**src/rtl/phy_rx_serial_align_if.sv**
```systemverilog
// phy_rx_serial_align_if: serial lane input and received byte outputs of the receive aligner
interface phy_rx_serial_align_if;
  logic       serial_in;
  logic [7:0] data_out;
  logic       valid_out;
  logic       byte_strobe;
  logic       active;
  modport master (output serial_in, input data_out, valid_out, byte_strobe, active);
  modport slave (input serial_in, output data_out, valid_out, byte_strobe, active);
endinterface

```
**src/rtl/phy_rx_serial_align.sv**
```systemverilog
// phy_rx_serial_align: comma-hunting byte aligner that delivers one byte per 8 bit-times once locked
module phy_rx_serial_align #(
  parameter logic [7:0] COMMA      = 8'hBC,
  parameter int         LOCK_COUNT = 4
) (
  input logic                   clk_8f,
  input logic                   reset,
  phy_rx_serial_align_if.slave  lane
);
  typedef enum logic [1:0] {SEARCH, SYNC, ACTIVE} state_t;
  state_t     state_q, state_d;
  logic [7:0] sh_q, sh_d, data_q, data_d;
  logic [2:0] bit_cnt_q, bit_cnt_d;
  logic [3:0] bc_cnt_q, bc_cnt_d;
  logic       valid_q, valid_d, strobe_q, strobe_d;
  logic       comma, byte_done;
  assign sh_d      = {sh_q[6:0], lane.serial_in};
  assign comma     = sh_d == COMMA;
  assign byte_done = (state_q != SEARCH) && (bit_cnt_q == 3'd7);
  // All state and output registers; reset discards any partial byte and alignment
  always_ff @(posedge clk_8f or posedge reset) begin
    if (reset) begin
      state_q   <= SEARCH;
      sh_q      <= 8'h00;
      bit_cnt_q <= 3'd0;
      bc_cnt_q  <= 4'd0;
      data_q    <= 8'h00;
      valid_q   <= 1'b0;
      strobe_q  <= 1'b0;
    end else begin
      state_q   <= state_d;
      sh_q      <= sh_d;
      bit_cnt_q <= bit_cnt_d;
      bc_cnt_q  <= bc_cnt_d;
      data_q    <= data_d;
      valid_q   <= valid_d;
      strobe_q  <= strobe_d;
    end
  end
  // Next state: hunt the comma bit by bit, then require aligned commas until lock
  always_comb begin
    state_d   = state_q;
    bc_cnt_d  = bc_cnt_q;
    bit_cnt_d = (state_q == SEARCH) ? 3'd0 : bit_cnt_q + 3'd1;
    if (state_q == SEARCH && comma) begin
      state_d  = SYNC;
      bc_cnt_d = 4'd1;
    end else if (state_q == SYNC && byte_done) begin
      bc_cnt_d = comma ? bc_cnt_q + 4'd1 : 4'd0;
      state_d  = !comma ? SEARCH : (bc_cnt_q + 4'd1 == 4'(LOCK_COUNT)) ? ACTIVE : SYNC;
    end
  end
  // Byte outputs: load and strobe at each aligned byte boundary while active, else hold
  always_comb begin
    strobe_d = (state_q == ACTIVE) && byte_done;
    data_d   = strobe_d ? sh_d : data_q;
    valid_d  = strobe_d ? !comma : valid_q;
  end
  assign lane.data_out    = data_q;
  assign lane.valid_out   = valid_q;
  assign lane.byte_strobe = strobe_q;
  assign lane.active      = state_q == ACTIVE;
endmodule

```
**src/flat_wrapper.sv**
```systemverilog
// flat-port wrapper written by rule: the top's interface ports become plain ports
module phy_rx_serial_align_flat 
#(
  parameter logic [7:0] COMMA      = 8'hBC,
  parameter int         LOCK_COUNT = 4
)
  (clk_8f, reset, lane_serial_in, lane_data_out, lane_valid_out, lane_byte_strobe, lane_active);
  phy_rx_serial_align_if lane_i ();
  input logic clk_8f;
  input logic reset;
  input wire logic [$bits(lane_i.serial_in)-1:0] lane_serial_in;
  output wire logic [$bits(lane_i.data_out)-1:0] lane_data_out;
  output wire logic [$bits(lane_i.valid_out)-1:0] lane_valid_out;
  output wire logic [$bits(lane_i.byte_strobe)-1:0] lane_byte_strobe;
  output wire logic [$bits(lane_i.active)-1:0] lane_active;
  assign lane_i.serial_in = lane_serial_in;
  assign lane_data_out = lane_i.data_out;
  assign lane_valid_out = lane_i.valid_out;
  assign lane_byte_strobe = lane_i.byte_strobe;
  assign lane_active = lane_i.active;
  phy_rx_serial_align #(.COMMA(COMMA), .LOCK_COUNT(LOCK_COUNT)) u_core (.clk_8f(clk_8f), .reset(reset), .lane(lane_i));
endmodule
```
**config.mk**
```make
export PLATFORM = sky130hd
export DESIGN_NAME = phy_rx_serial_align_flat
export DESIGN_NICKNAME = d
export VERILOG_FILES = /design/src/rtl/phy_rx_serial_align_if.sv /design/src/rtl/phy_rx_serial_align.sv /design/src/flat_wrapper.sv
export SDC_FILE = /design/constraint.sdc
export NUM_CORES = 1
export LEC_CHECK = 0
export CORE_ASPECT_RATIO = 1.25
export CORE_MARGIN = 2
export CORE_UTILIZATION = 60
export DETAILED_ROUTE_END_ITERATION = 12
export DONT_BUFFER_PORTS = 1
export MAX_ROUTING_LAYER = met4
export PLACE_DENSITY_LB_ADDON = 0.1
export SKIP_CTS_REPAIR_TIMING = 1
export SLEW_MARGIN = 20
export SYNTH_ARGS = -nofsm -noshare
export SYNTH_HDL_FRONTEND = slang
export SYNTH_SLANG_ARGS = --single-unit
```
**constraint.sdc**
```tcl
create_clock -name clk_8f -period 3.5 [get_ports clk_8f]
set_input_delay 0.35 -clock clk_8f [delete_from_list [all_inputs] [get_ports clk_8f]]
set_output_delay 0.35 -clock clk_8f [all_outputs]
set_load 0.05 [all_outputs]
```
==> reports/metrics.cfg, run 1 <==
[yosys]
synth_fp_nets=76
syn_area_mm2=0.00102
synth_edf_count=0
synth_warnings=0
syn-instance-count=70
synth_top_area_share_pct=63.6
yosys.area.top_type=dfrtp_1
syn_area_per_cell_um2=14.6
ys.flop_type=dfrtp_1
yosysSeqAreaShare_pct=63.6
yosys-top-cells-area=dfrtp_1 64%, mux2_2 8.8%, ha_1 3.7%
post_synth_num_cell_types=25
async_flop_share_pct=100
ys_ff_latch=26

[timing]
max_freq_mhz=509
tightest_slew_ns=0.927
fin_crit_ns=1.97
relSlewSlack_pct=38.1
maxSlewViolCount=0
final.setup.worst_slack_ns=1.53
min_period_over_period_pct=56.2
rsz0062_at_grt=no
setup_tns_ns=0
finalHoldViolCount=26
hold_ws_ns=-0.0138
setup_viol=0
finClkSkew_ns=0.00282

[clock_network]
numClockSinks=26
path_clk_slew_ns=0.13
clockBufferDepth=2
cts_tree=yes
htreeDepth=1
cts-root-buf=clkbuf_4
cts_buffers=3
clock_latency_ns=0.31

[layout]
finalInstanceArea_mm2=0.00105
most-common-layout-cells=26 x dfrtp_1, 8 x mux2_2, 4 x nor2_1
syn_to_final_growth_pct=3.06
layout-drive-gt1-share_pct=19.7
postLayoutCoreUtil_pct=66.6
stdcell_count=89
diodes=0
final_common_cell=dfrtp_1
nets=78

[run]
maxCapViolCount=0

[setup_path]
rr_startpoint=u_core.bit_cnt_q[0]
cp_num_buf_inv=0
crit_path_end_kind=primary output
worst_r2r_path_depth=4
worstPathRequired_ns=3.15
critPathArrivalTime_ns=1.62
cp-start-kind=flop
critPathKind=flop to primary output
reg2reg_to=u_core.lane.data_out[0]
crit_chain=nor2b_1
cp_top_family=simple AND/OR/NAND/NOR gates
rrSetupSlack_ns=2.04
slowest_delay_ns=0.79
slowest_stage=nor2b_1
critPathMaxFanout=9

[placement]
hpwl_um=1020
dp_cells=85
dp_slack_ns=1.88
place.gp.congestion=0.748
numPortBuffers=0
placed_cell_area_mm2=0.00102

[drt]
vias_per_cell=5.90
wl_per_cell_um=15.4
drc=0
dr.pass1.iters=2
totalWireLength_um=1370
antenna_left=0
drtIter0Drc=1
num_vias=525

[global_routing]
grt_pass1_vias=544
antenna_found_initial=0
overflow=0
grt_pass1_wl_um=2310
track_usage_pct=17.0
grt_max_degree=27

[run_status]
status=complete, but fails checks
violations=negative hold slack

[power_and_ir_drop]
peakVddDrop_uv=392
leakage_nw=0.549
power_mw=0.481
p_per_area_mw_per_mm2=457

[die]
rows=16
core_mm2=0.00158
die_area_mm2=0.00205
die_y_um=50.2
start_util_pct=64.6
dieWidth_um=40.9
io_pins=14

[min_path]
hp-class=primary input to asynchronous set/reset pin

-- worst max path at each step --
stage	from	endpoint	slack [ns]	depth (start not counted)
final	u_core.state_q[1]	lane_active	1.53	1
after floorplan	u_core.state_q[0]	lane_active	1.96	2
after global placement	u_core.state_q[1]	lane_active	1.89	1
after detailed placement	u_core.state_q[1]	lane_active	1.88	1
after CTS	u_core.state_q[1]	lane_active	1.52	1
after global routing	u_core.state_q[1]	lane_active	1.43	1
-- where the power goes --
part	leakage [nW]	internal, mW	total (mW)	switching (mW)
sequential	0.338	0.310	0.320	0.0109
clock	0.0210	0.0635	0.144	0.0808
combinational	0.190	0.00727	0.0167	0.00940
total	0.549	0.380	0.481	0.101
-- registers in the layout (all words and copies together), names as in the netlist --
| register | cells |
|---|---|
| u_core.lane.data_out | 8 |
| u_core.sh_q | 7 |
| u_core.state_q | 2 |
| u_core.lane.byte_strobe | 1 |
| u_core.bit_cnt_q | 3 |
| u_core.lane.valid_out | 1 |
| u_core.bc_cnt_q | 4 |
-- cell type report --
class	count	area (um^2)
Clock buffer	4	36.3
Fill cell	119	528
Sequential cell	26	651
Tap cell	18	22.5
Inverter	3	11.3
Multi-Input combinational cell	38	333
-- cells by family after synthesis --
family	synth area share (%)
adder cells (fa/ha/maj)	3.67
multiplexers	8.81
flip-flops	63.6
XOR/XNOR	1.71
AO/OA/AOI/OAI	8.20
buffers and inverters	3.79
AND/OR/NAND/NOR	10.2
-- Yosys cell counts (2+ instances only) --
| library cell | number |
|---|---|
| dfrtp_1 | 26 |
| a32o_1 | 3 |
| mux2_2 | 8 |
| buf_6 | 2 |
| ha_1 | 3 |
| nor2b_1 | 3 |
| inv_1 | 3 |
| nor2_1 | 4 |
| a22o_1 | 2 |
-- worst register-to-register path, stage by stage (launching register included) --
cell and delay, ns:
dfrtp_1 0.40, ha_1 0.20, ha_1 0.24, nand3b_4 0.18
mux2_2 0.35
-- per-layer routing --
layer | wire length, um | GRT usage, %
met1 | 659 | 21.9
met2 | 656 | 25.3
met3 | 37 | 3.10
met4 | 15 | 8.33
met5 | 0 | -
Note: power is estimated with default switching activity, not from simulation.
==> run 2: changes to the inputs <==
--- a/config.mk
+++ b/config.mk
@@ -7,7 +7,7 @@
 export LEC_CHECK = 0
 export CORE_ASPECT_RATIO = 1.25
 export CORE_MARGIN = 2
-export CORE_UTILIZATION = 60
+export CORE_UTILIZATION = 53
 export DETAILED_ROUTE_END_ITERATION = 12
 export DONT_BUFFER_PORTS = 1
 export MAX_ROUTING_LAYER = met4
==> constraint.sdc (replaced) <==
create_clock -name clk_8f -period 1.6 [get_ports clk_8f]
set_input_delay 0.16 -clock clk_8f [delete_from_list [all_inputs] [get_ports clk_8f]]
set_output_delay 0.16 -clock clk_8f [all_outputs]
set_load 0.05 [all_outputs]
==> run 2 against run 1 <==
Net effect:
- first-iteration DRC count grew to 4.0 times the previous value
- the flow now finishes without violations
- count of clock-buffer cells in the layout shrank 1
- setup slack worse by 1.4 ns
==> reports/metrics.cfg, run 2 (same netlist as run 1, synthesis figures left out) <==
[layout]
largest_reg_flops=8
finalInstanceArea_mm2=0.00108
syn_to_final_growth_pct=5.26
final_common_cell=dfrtp_1
nets=82
postLayoutCoreUtil_pct=60.2
layout-drive-gt1-share_pct=20.3
most-common-layout-cells=26 x dfrtp_1, 8 x mux2_2, 4 x nor2_1
nFillCells=139
diodes=0

[setup_path]
critPathArrivalTime_ns=1.67
path_common_cell=ha_1
crit_path_end_kind=flop
slowest_delay_ns=0.40
critPathMaxFanout=11
worstPathRequired_ns=1.82
crit_chain=ha_1, ha_1, nand3b_4, mux2_2
slowest_stage=dfrtp_1
critPathKind=flop to flop
cp-start-kind=flop

[die]
start_util_pct=57.2
rows=17
dieWidth_um=43.3
core_mm2=0.00179
io_pins=14
die_area_mm2=0.00230
die_y_um=53.1

[clock_network]
cts_buffers=3
htreeDepth=1
clockBufferDepth=2
numClockSinks=26
path_clk_slew_ns=0.12
clock_latency_ns=0.31
cts_tree=yes
cts-root-buf=clkbuf_4

[global_routing]
grt_pass1_vias=603
track_usage_pct=16.3
grt_pass1_wl_um=2580
overflow=0
grt_max_degree=27
antenna_found_initial=0

[drt]
antenna_left=0
vias_per_cell=6.11
num_vias=568
totalWireLength_um=1520
wl_per_cell_um=16.3
drtIter0Drc=4
drc=0
dr.pass1.iters=5

[timing]
relSlewSlack_pct=67.2
tightest_slew_ns=0.492
maxSlewViolCount=0
final.setup.worst_slack_ns=0.151
setup_viol=0
min_period_over_period_pct=90.6
setup_tns_ns=0
rsz0062_at_grt=no
finClkSkew_ns=0.00186
max_freq_mhz=690
fin_crit_ns=1.45
finalHoldViolCount=0

[min_path]
hp-class=primary input to flop

[placement]
dp_slack_ns=0.155
numPortBuffers=0
hpwl_um=1040
placed_cell_area_mm2=0.00103
place.gp.congestion=0.748

[run_status]
status=finished, final reports clean

[power_and_ir_drop]
peakVddDrop_uv=748
switchingPower_mw=0.223
pwr-share-clk_pct=26.3
internal_power_mw=0.786
seqPwrFrac_pct=69.5
swShare_pct=22.1
p_per_area_mw_per_mm2=938
pwr-share-comb_pct=4.2
power_mw=1.01
leakage_nw=0.564

[run]
maxCapViolCount=0

run 2: cell count changes in the layout (fill, tap and decap cells not counted):
cell and change:
clkinv_1 -1, dlygate4sd3_1 +2, buf_4 +2, inv_1 +1
clkbuf_8 -1
run 2: worst max-delay path, delay by kind of cell, from the launching register on:
kind | cells | cell delay [ns]
fa+ha+maj | 2 | 0.43
simple gates | 1 | 0.18
mux | 1 | 0.35
flops | 1 | 0.40
run 2: worst paths after layout:
kind | from | slack (ns) | endpoint | depth (start not counted)
setup / recovery | u_core.bit_cnt_q[0] | 0.15 | u_core.lane.data_out[1] | 4
setup reg to reg | u_core.bit_cnt_q[0] | 0.15 | u_core.lane.data_out[1] | 4
hold / removal | lane_serial_in | 0.30 | u_core.lane.valid_out | 3
min in group asynchronous | reset | 0.32 | u_core.sh_q[2] | 3
max in group asynchronous | reset | 1.04 | u_core.sh_q[5] | 3
hold reg to reg | u_core.sh_q[5] | 0.41 | u_core.sh_q[6] | 0
run 2: per-layer routing:
| layer | vias to the layer above | track usage, % | part of all wire (%) |
|---|---|---|---|
| met2 | 13 | 27.4 | 50 |
| li1 | 257 | - | - |
| met4 | 0 | 12.1 | 3.1 |
| met3 | 5 | 2.73 | 4.5 |
| met5 | - | - | 0 |
| met1 | 293 | 17.2 | 42 |
run 2: per-stage QoR:
stage / hold WS [ns] / std cells
CTS: -0.233 / 91
global route: 0.346 / 93
global placement: 0.118 / 88
floorplan: 0.191 / 70
detailed placement: 0.128 / 88
finish: 0.302 / 93
run 2: cell type report:
class / count / area, um^2 / share of cell area, %
Timing Repair Buffer: 4 / 35.0 / 3.26
Clock buffer: 3 / 22.5 / 2.09
Inverter: 3 / 11.3 / 1.05
Sequential cell: 26 / 651 / 60.5
Multi-Input combinational cell: 38 / 333 / 30.9
Tap cell: 19 / 23.8 / 2.21
run 2: power groups by stage:
stage	clock network, mW	logic [mW]	registers (mW)
2_1_floorplan	0	0.0385	0.703
3_3_place_gp	0	0.0384	0.713
3_5_place_dp	0	0.0399	0.714
4_1_cts	0.278	0.0401	0.701
5_1_grt	0.294	0.0496	0.705
6_report	0.266	0.0424	0.701
